File: config.mk
export PLATFORM = sky130hd
export DESIGN_NAME = conv_encoder_tx
export DESIGN_NICKNAME = d
export VERILOG_FILES = /design/src/rtl/tx_coding_pkg.sv /design/src/rtl/conv_encoder_tx_core.sv /design/src/rtl/conv_encoder_tx.sv
export SDC_FILE = /design/constraint.sdc
export NUM_CORES = 1
export LEC_CHECK = 0
export CORE_MARGIN = 5
export CORE_UTILIZATION = 45
export DETAILED_ROUTE_END_ITERATION = 7
export PLACE_DENSITY = 0.68
export SLEW_MARGIN = 0
export SYNTH_ARGS = -nofsm -noshare
export SYNTH_HDL_FRONTEND = slang
export SYNTH_HIERARCHICAL = 1
export SYNTH_SLANG_ARGS = --single-unit
File: constraint.sdc
create_clock -name clk -period 2.88 [get_ports clk]
set_clock_uncertainty 0.1 [all_clocks]
set_input_delay 0.576 -clock clk [delete_from_list [all_inputs] [get_ports clk]]
set_output_delay 0.576 -clock clk [all_outputs]
set_load 0.02 [all_outputs]
File: src/rtl/tx_coding_pkg.sv
// Shared TX coding definitions: rates, encoder FSM states, puncture keep tables
// and the default K=7 generator pair shared with the receive-side decoder.
package tx_coding_pkg;

    localparam int K        = 7;
    localparam int TAIL_LEN = K - 1;

    localparam logic [K-1:0] G0_DEFAULT = 7'o133;
    localparam logic [K-1:0] G1_DEFAULT = 7'o171;

    localparam logic [1:0] RATE_1_2 = 2'b00;
    localparam logic [1:0] RATE_2_3 = 2'b01;
    localparam logic [1:0] RATE_3_4 = 2'b10;

    typedef enum logic [1:0] {
        ST_IDLE,
        ST_DATA,
        ST_TAIL,
        ST_DONE
    } enc_state_t;

    // Returns {keep_a, keep_b}; code 2'b11 and any unknown rate fall back to 1/2.
    function automatic logic [1:0] keep_lookup(input logic [1:0] rate, input logic [1:0] phase);
        logic [1:0] keep;
        keep = 2'b11;
        case (rate)
            RATE_2_3: keep = (phase == 2'd0) ? 2'b11 : 2'b10;
            RATE_3_4: begin
                case (phase)
                    2'd0:    keep = 2'b11;
                    2'd1:    keep = 2'b10;
                    default: keep = 2'b01;
                endcase
            end
            default:  keep = 2'b11;
        endcase
        return keep;
    endfunction

    function automatic logic [1:0] phase_next(input logic [1:0] rate, input logic [1:0] phase);
        logic [1:0] last_phase;
        case (rate)
            RATE_2_3: last_phase = 2'd1;
            RATE_3_4: last_phase = 2'd2;
            default:  last_phase = 2'd0;
        endcase
        return (phase == last_phase) ? 2'd0 : phase + 2'd1;
    endfunction

endpackage

File: src/rtl/conv_encoder_tx_core.sv
// Convolutional encoder core: combinational A/B from the current bit and shift state.
// Latency: outputs are combinational; state advances one bit per adv strobe.
// Backpressure: none internally, the caller only strobes adv when a pair is taken.
module conv_enc_core
    import tx_coding_pkg::*;
#(
    parameter logic [K-1:0] G0 = G0_DEFAULT,
    parameter logic [K-1:0] G1 = G1_DEFAULT
) (
    input  logic clk,
    input  logic rst,
    input  logic clr,
    input  logic adv,
    input  logic bit_in,
    output logic enc_a,
    output logic enc_b
);

    logic [K-2:0] s;
    logic [K-1:0] taps;

    // Generator MSB taps the incoming bit, lower bits walk back through history s[0..K-2].
    always_comb begin
        taps        = '0;
        taps[K-1]   = bit_in;
        for (int i = 0; i < K - 1; i++) begin
            taps[K-2-i] = s[i];
        end
    end

    assign enc_a = ^(taps & G0);
    assign enc_b = ^(taps & G1);

    always_ff @(posedge clk) begin
        if (rst) begin
            s <= '0;
        end else if (clr) begin
            s <= '0;
        end else if (adv) begin
            s <= {s[K-3:0], bit_in};
        end
    end

endmodule

File: src/rtl/conv_encoder_tx.sv
// TX K=7 convolutional encoder: byte in, LSB-first coded (A,B) pairs plus tail and puncture flags.
// Latency: first pair is valid 2 cycles after the first byte handshake; back-to-back bytes stream gap-free.
// Backpressure: output register holds while vout & !vout_ready; din_ready drops while the holding byte is full.
module conv_encoder_tx
    import tx_coding_pkg::*;
(
    input  logic       clk,
    input  logic       rst,
    input  logic       packet_start,
    input  logic [1:0] rate,
    input  logic [7:0] din,
    input  logic       din_valid,
    input  logic       din_last,
    output logic       din_ready,
    output logic       dout_a,
    output logic       dout_b,
    output logic       keep_a,
    output logic       keep_b,
    output logic       vout,
    input  logic       vout_ready,
    output logic       done
);

    enc_state_t state;
    logic [1:0] rate_q;
    logic [1:0] phase;
    logic [7:0] hold_dat;
    logic       hold_vld;
    logic       hold_last;
    logic [7:0] ser_dat;
    logic [3:0] ser_cnt;
    logic       ser_last;
    logic       last_taken;
    logic [2:0] tail_cnt;

    logic out_free;
    logic pair_go;
    logic din_fire;
    logic enc_bit;
    logic enc_a;
    logic enc_b;

    assign out_free  = !vout || vout_ready;
    assign pair_go   = out_free && (((state == ST_DATA) && (ser_cnt != 4'd0)) || (state == ST_TAIL));
    assign din_ready = (state == ST_DATA) && !hold_vld && !last_taken && !packet_start;
    assign din_fire  = din_valid && din_ready;
    assign enc_bit   = (state == ST_DATA) ? ser_dat[0] : 1'b0;

    // The core state advances when a pair is committed to the output register,
    // which keeps the emitted sequence identical to advancing on downstream accept.
    conv_enc_core u_core (
        .clk    (clk),
        .rst    (rst),
        .clr    (packet_start),
        .adv    (pair_go),
        .bit_in (enc_bit),
        .enc_a  (enc_a),
        .enc_b  (enc_b)
    );

    always_ff @(posedge clk) begin
        if (rst) begin
            state      <= ST_IDLE;
            rate_q     <= RATE_1_2;
            phase      <= 2'd0;
            hold_dat   <= '0;
            hold_vld   <= 1'b0;
            hold_last  <= 1'b0;
            ser_dat    <= '0;
            ser_cnt    <= '0;
            ser_last   <= 1'b0;
            last_taken <= 1'b0;
            tail_cnt   <= '0;
            vout       <= 1'b0;
            dout_a     <= 1'b0;
            dout_b     <= 1'b0;
            keep_a     <= 1'b0;
            keep_b     <= 1'b0;
            done       <= 1'b0;
        end else if (packet_start) begin
            // Start or abort: flush everything in flight and restart from a clean trellis.
            state      <= ST_DATA;
            rate_q     <= rate;
            phase      <= 2'd0;
            hold_vld   <= 1'b0;
            hold_last  <= 1'b0;
            ser_cnt    <= '0;
            ser_last   <= 1'b0;
            last_taken <= 1'b0;
            tail_cnt   <= '0;
            vout       <= 1'b0;
            done       <= 1'b0;
        end else begin
            done <= 1'b0;

            if (out_free) begin
                vout <= pair_go;
            end
            if (pair_go) begin
                dout_a           <= enc_a;
                dout_b           <= enc_b;
                {keep_a, keep_b} <= keep_lookup(rate_q, phase);
                phase            <= phase_next(rate_q, phase);
            end

            if (din_fire) begin
                hold_dat  <= din;
                hold_vld  <= 1'b1;
                hold_last <= din_last;
                if (din_last) begin
                    last_taken <= 1'b1;
                end
            end

            case (state)
                ST_DATA: begin
                    if (pair_go) begin
                        if (ser_cnt == 4'd1) begin
                            if (ser_last) begin
                                state    <= ST_TAIL;
                                tail_cnt <= '0;
                                ser_cnt  <= '0;
                            end else if (hold_vld) begin
                                // Refill on the 8th bit so consecutive bytes leave no bubble.
                                ser_dat  <= hold_dat;
                                ser_cnt  <= 4'd8;
                                ser_last <= hold_last;
                                hold_vld <= 1'b0;
                            end else begin
                                ser_cnt <= '0;
                            end
                        end else begin
                            ser_dat <= ser_dat >> 1;
                            ser_cnt <= ser_cnt - 4'd1;
                        end
                    end else if ((ser_cnt == 4'd0) && hold_vld) begin
                        ser_dat  <= hold_dat;
                        ser_cnt  <= 4'd8;
                        ser_last <= hold_last;
                        hold_vld <= 1'b0;
                    end
                end
                ST_TAIL: begin
                    if (pair_go) begin
                        tail_cnt <= tail_cnt + 3'd1;
                        if (tail_cnt == 3'(TAIL_LEN - 1)) begin
                            state <= ST_DONE;
                        end
                    end
                end
                ST_DONE: begin
                    // Last tail pair is still in the output register until downstream takes it.
                    if (vout && vout_ready) begin
                        done  <= 1'b1;
                        state <= ST_IDLE;
                    end
                end
                default: ;
            endcase
        end
    end

endmodule
# Word level (Yosys, flattened, before mapping)
# Cells that the tools add are included.
# Widths: inputs -> output; s select.
# totals
romBits	0
output_inout_bits	7
reg_bits	45
inputBits	16
latch_bits	0
word_cells	127
ramBits	0
n_memories	0
# op_classes
bitwise_logic	2
mux	45
magnitude_cmp	0
n_eq_ne	24
div_mod_pow	0
shift	0
n_reduce_logical	34
add_sub_neg	3
n_mul	0
# op_table
op	n
$mux 8	5
$mux 2	10
$mux 4	5
$ne 3x3->1 const B	6
$mux 1	16
$reduce_and 7->1	2
$reduce_xor 7->1	2
$mux 3	4
$pmux 2 s2	3
$reduce_and 5->1	2
$logic_and 1x1->1	8
$ne 2x2->1 const B	4
$reduce_and 2->1	4
$reduce_bool 4->1	2
$eq 2x1->1 const B	3
$eq 2x2->1 const B	3
$ne 2x1->1 const B	3
$ne 3x2->1 const B	2
$pmux 2 s3	1
$pmux 3 s2	1
$eq 4x1->1 const B	1
$logic_not 1->1	4
$logic_not 4->1	1
$reduce_bool 2->1	2
12 further kinds	14

# Longest topological paths before layout
# depth
ltp_word	11
mapped_depth	9
depth_no_buf	7

# Hierarchy
# The synthesis kept the hierarchy.
# modules_own_cells
mod	seq_area_each_um2	area_each_um2	cells_per_inst	instances
conv_encoder_tx	780.7	1936.9	227	1
conv_enc_core	120.1	290.3	25	1

# Worst setup path after synthesis
# Ideal clock, no wire load.
# synth_path
kind	input port to output port
from	input port packet_start
to	output port din_ready
arrival_time_ps	1534
n_path_buf	2
cell_stages	3
slack_ps	670
required_time_ps	2204
path_cell_list	buf_2 -> nor4_1 -> clkbuf_1
# synth_via
elab_chain_len	2
# synth_rtl
item	line	source
from (decl)	conv_encoder_tx.sv:9	input logic packet_start,
$logic_not 1->1	conv_encoder_tx.sv:45	assign din_ready = (state == ST_DATA) && !hold_vld && !last_taken && !packet_start;
$logic_and 1x1->1	conv_encoder_tx.sv:45	
to (decl)	conv_encoder_tx.sv:14	output logic din_ready,
# Every way passes these cells.

# Worst setup path after layout
# Ends and elaborated chain as after synthesis.

==> results.json <==
{
  "status": "completed",
  "gp_congestion": 0.750,
  "drv_cap": 0,
  "worstHoldPathType": "register to register",
  "synth-seq-cells": 45,
  "powerDensity_nw_per_um2": 437,
  "n_antenna_cell": 0,
  "track_usage_pct": 14.2,
  "first_pass_iters": 4,
  "grt_pass1_vias": 1636,
  "cts.sinks": 45,
  "core_region_area_um2": 4750,
  "post-cts-setup-buffers": 0,
  "syn_area_per_cell_um2": 8.84,
  "worstMarginPinSlew_ns": 0.605,
  "drive_gt1_share_pct": 9.56,
  "grt_max_degree": 26,
  "cts_tree": "built",
  "yosysSeqAreaShare_pct": 40.4,
  "ys.flop_type": "dfxtp_1",
  "finalInstanceArea_um2": 2580,
  "finalCritPeriodShare_pct": 95.2,
  "fin_tns_setup_ns": 0,
  "vias": 1763,
  "portBuffers": 22,
  "hold_viol": 0,
  "path_clk_slew_ns": 0.08,
  "fin_crit_ns": 2.74,
  "grt_first_pass_wirelength_um": 7220,
  "crit_type": "input port to primary output",
  "die_area_um2": 6460,
  "netlist_area_um2": 2230,
  "nets": 296,
  "crit_fanout": 2,
  "ys_async_sr_fraction_pct": 0,
  "drc": 0,
  "crit_arrival_ns": 2.07,
  "rows": 25,
  "root_buffer": "clkbuf_8",
  "relSlewSlack_pct": 59.1,
  "min_path_cells": 2,
  "synth_nets": 277,
  "die_h_um": 80.4,
  "cts_buffers": 5,
  "cp.required_ns": 2.20,
  "antenna_left": 0,
  "cts_resized": 0,
  "ios": 23,
  "synthCells": 252,
  "via_per_inst": 5.20,
  "hpwl_um": 3120,
  "grt.met2_usage_pct": 25.7,
  "clock_latency_ns": 0.29,
  "hold_buffers": 0,
  "synth-edff-count": 0,
  "htreeDepth": 2,
  "fp.dieW_um": 80.4,
  "clock.fmax_mhz": 365,
  "r2r_setup_slack_ns": 0.53,
  "finalSetupViolCount": 0,
  "synth_cell_types": 44,
  "ff2ff_path_depth": 7,
  "grt-busiest-layer": "met2",
  "wl_um": 4320,
  "leakagePower_uw": 0.000953,
  "ys_warn_count": 6,
  "drt-initial-drc-count": 61,
  "antenna_found_initial": 0,
  "ir_drop_mv": 0.306,
  "gr-total-overflow": 0,
  "end_kind": "primary output",
  "met3_usage_pct": 3.03,
  "dpl-instance-area_um2": 2490,
  "syn_to_final_growth_pct": 16.0,
  "clockBufferDepth": 2,
  "wire_per_inst_um": 12.7,
  "slew_violations": 0,
  "start_util_pct": 46.8,
  "rsz0062_at_grt": "false",
  "startpoint_type": "input port",
  "use_met1_pct": 16.5
}
[Yosys cell counts (9+ instances only)]
library cell | count | area share [%]
a211oi_1 | 10 | 3.4
dfxtp_1 | 45 | 40
mux2i_1 | 19 | 8.5
a21oi_1 | 21 | 4.7
nand3_1 | 14 | 3.1
nand2_1 | 17 | 2.9
clkbuf_1 | 10 | 1.7
o21ai_0 | 11 | 2.5
nor2_1 | 34 | 5.7
inv_1 | 9 | 1.5
ha_1 | 9 | 5.1
[layout make-up]
type / count / area, um2
fillers: 476 / 2170
multi-input cells: 181 / 1200
flip-flops and latches: 45 / 901
repair buffers: 29 / 273
well taps: 67 / 83.8
clock buffers: 6 / 82.6
inverters: 9 / 33.8
clock inverters: 2 / 13.8
[cells in the final DEF, fill, tap and decap left out, types with 6 or more instances in the layout]
master,count
a211oi_1,10
a21oi_1,21
buf_4,7
clkbuf_8,6
clkdlybuf4s50_1,22
dfxtp_1,45
ha_1,9
inv_1,9
mux2i_1,19
nand2_1,17
nand3_1,14
nor2_1,34
o21ai_0,11
[sequential cells by signal, summed over array words and instances, names as in the netlist, 2 cells and up]
register  flops
phase         2
u_core/s      6
hold_dat      8
tail_cnt      3
ser_dat       8
state         2
rate_q        2
ser_cnt       4
[power breakdown]
group	switching, uW	internal [uW]
sequential	5.84	630
clock	214	195
combinational	43.5	41.6
total	263	866
[layer usage]
metal | up-vias | share of wire, %
li1 | 916 | -
met1 | 821 | 47
met2 | 22 | 49
met3 | 4 | 3.2
met4 | 0 | 0.90
met5 | - | 0
[kinds of logic (layout without fill, tap and decap cells)]
family / after synthesis / after routing / synth area share [%]
AOI/OAI and AO/OA: 54 / 54 / 15.0
and+or+nand+nor: 92 / 92 / 20.3
muxes: 20 / 20 / 9.04
buffers and inverters: 26 / 46 / 6.12
DFF: 45 / 45 / 40.4
xor gates and xnor gates: 6 / 6 / 4.05
adders and majority gates: 9 / 9 / 5.06
[stage by stage]
stage	utilization, %	std cells	power (uW)	worst slack [ns]	hold WS (ns)
floorplan	-	252	697	0.670	0.336
global placement	52.3	331	735	0.134	0.344
detailed placement	52.3	331	736	0.135	0.347
CTS	54.3	339	1140	0.119	0.361
global route	54.3	339	1180	0.0720	0.382
finish	54.3	339	1130	0.139	0.359
[final timing paths]
check	from	end
max	packet_start	din_ready
min	hold_last$_SDFFE_PP0P_	hold_last$_SDFFE_PP0P_
max reg2reg	ser_cnt[0]$_SDFFE_PP0P_	ser_cnt[0]$_SDFFE_PP0P_
min reg2reg	hold_last$_SDFFE_PP0P_	hold_last$_SDFFE_PP0P_
[worst max-delay path, stage by stage]
cell	delay, ns
clkdlybuf4s50_1	0.46
nor4_2	0.36
clkdlybuf4s50_1	0.67
Power figures use the tool's default switching activity.
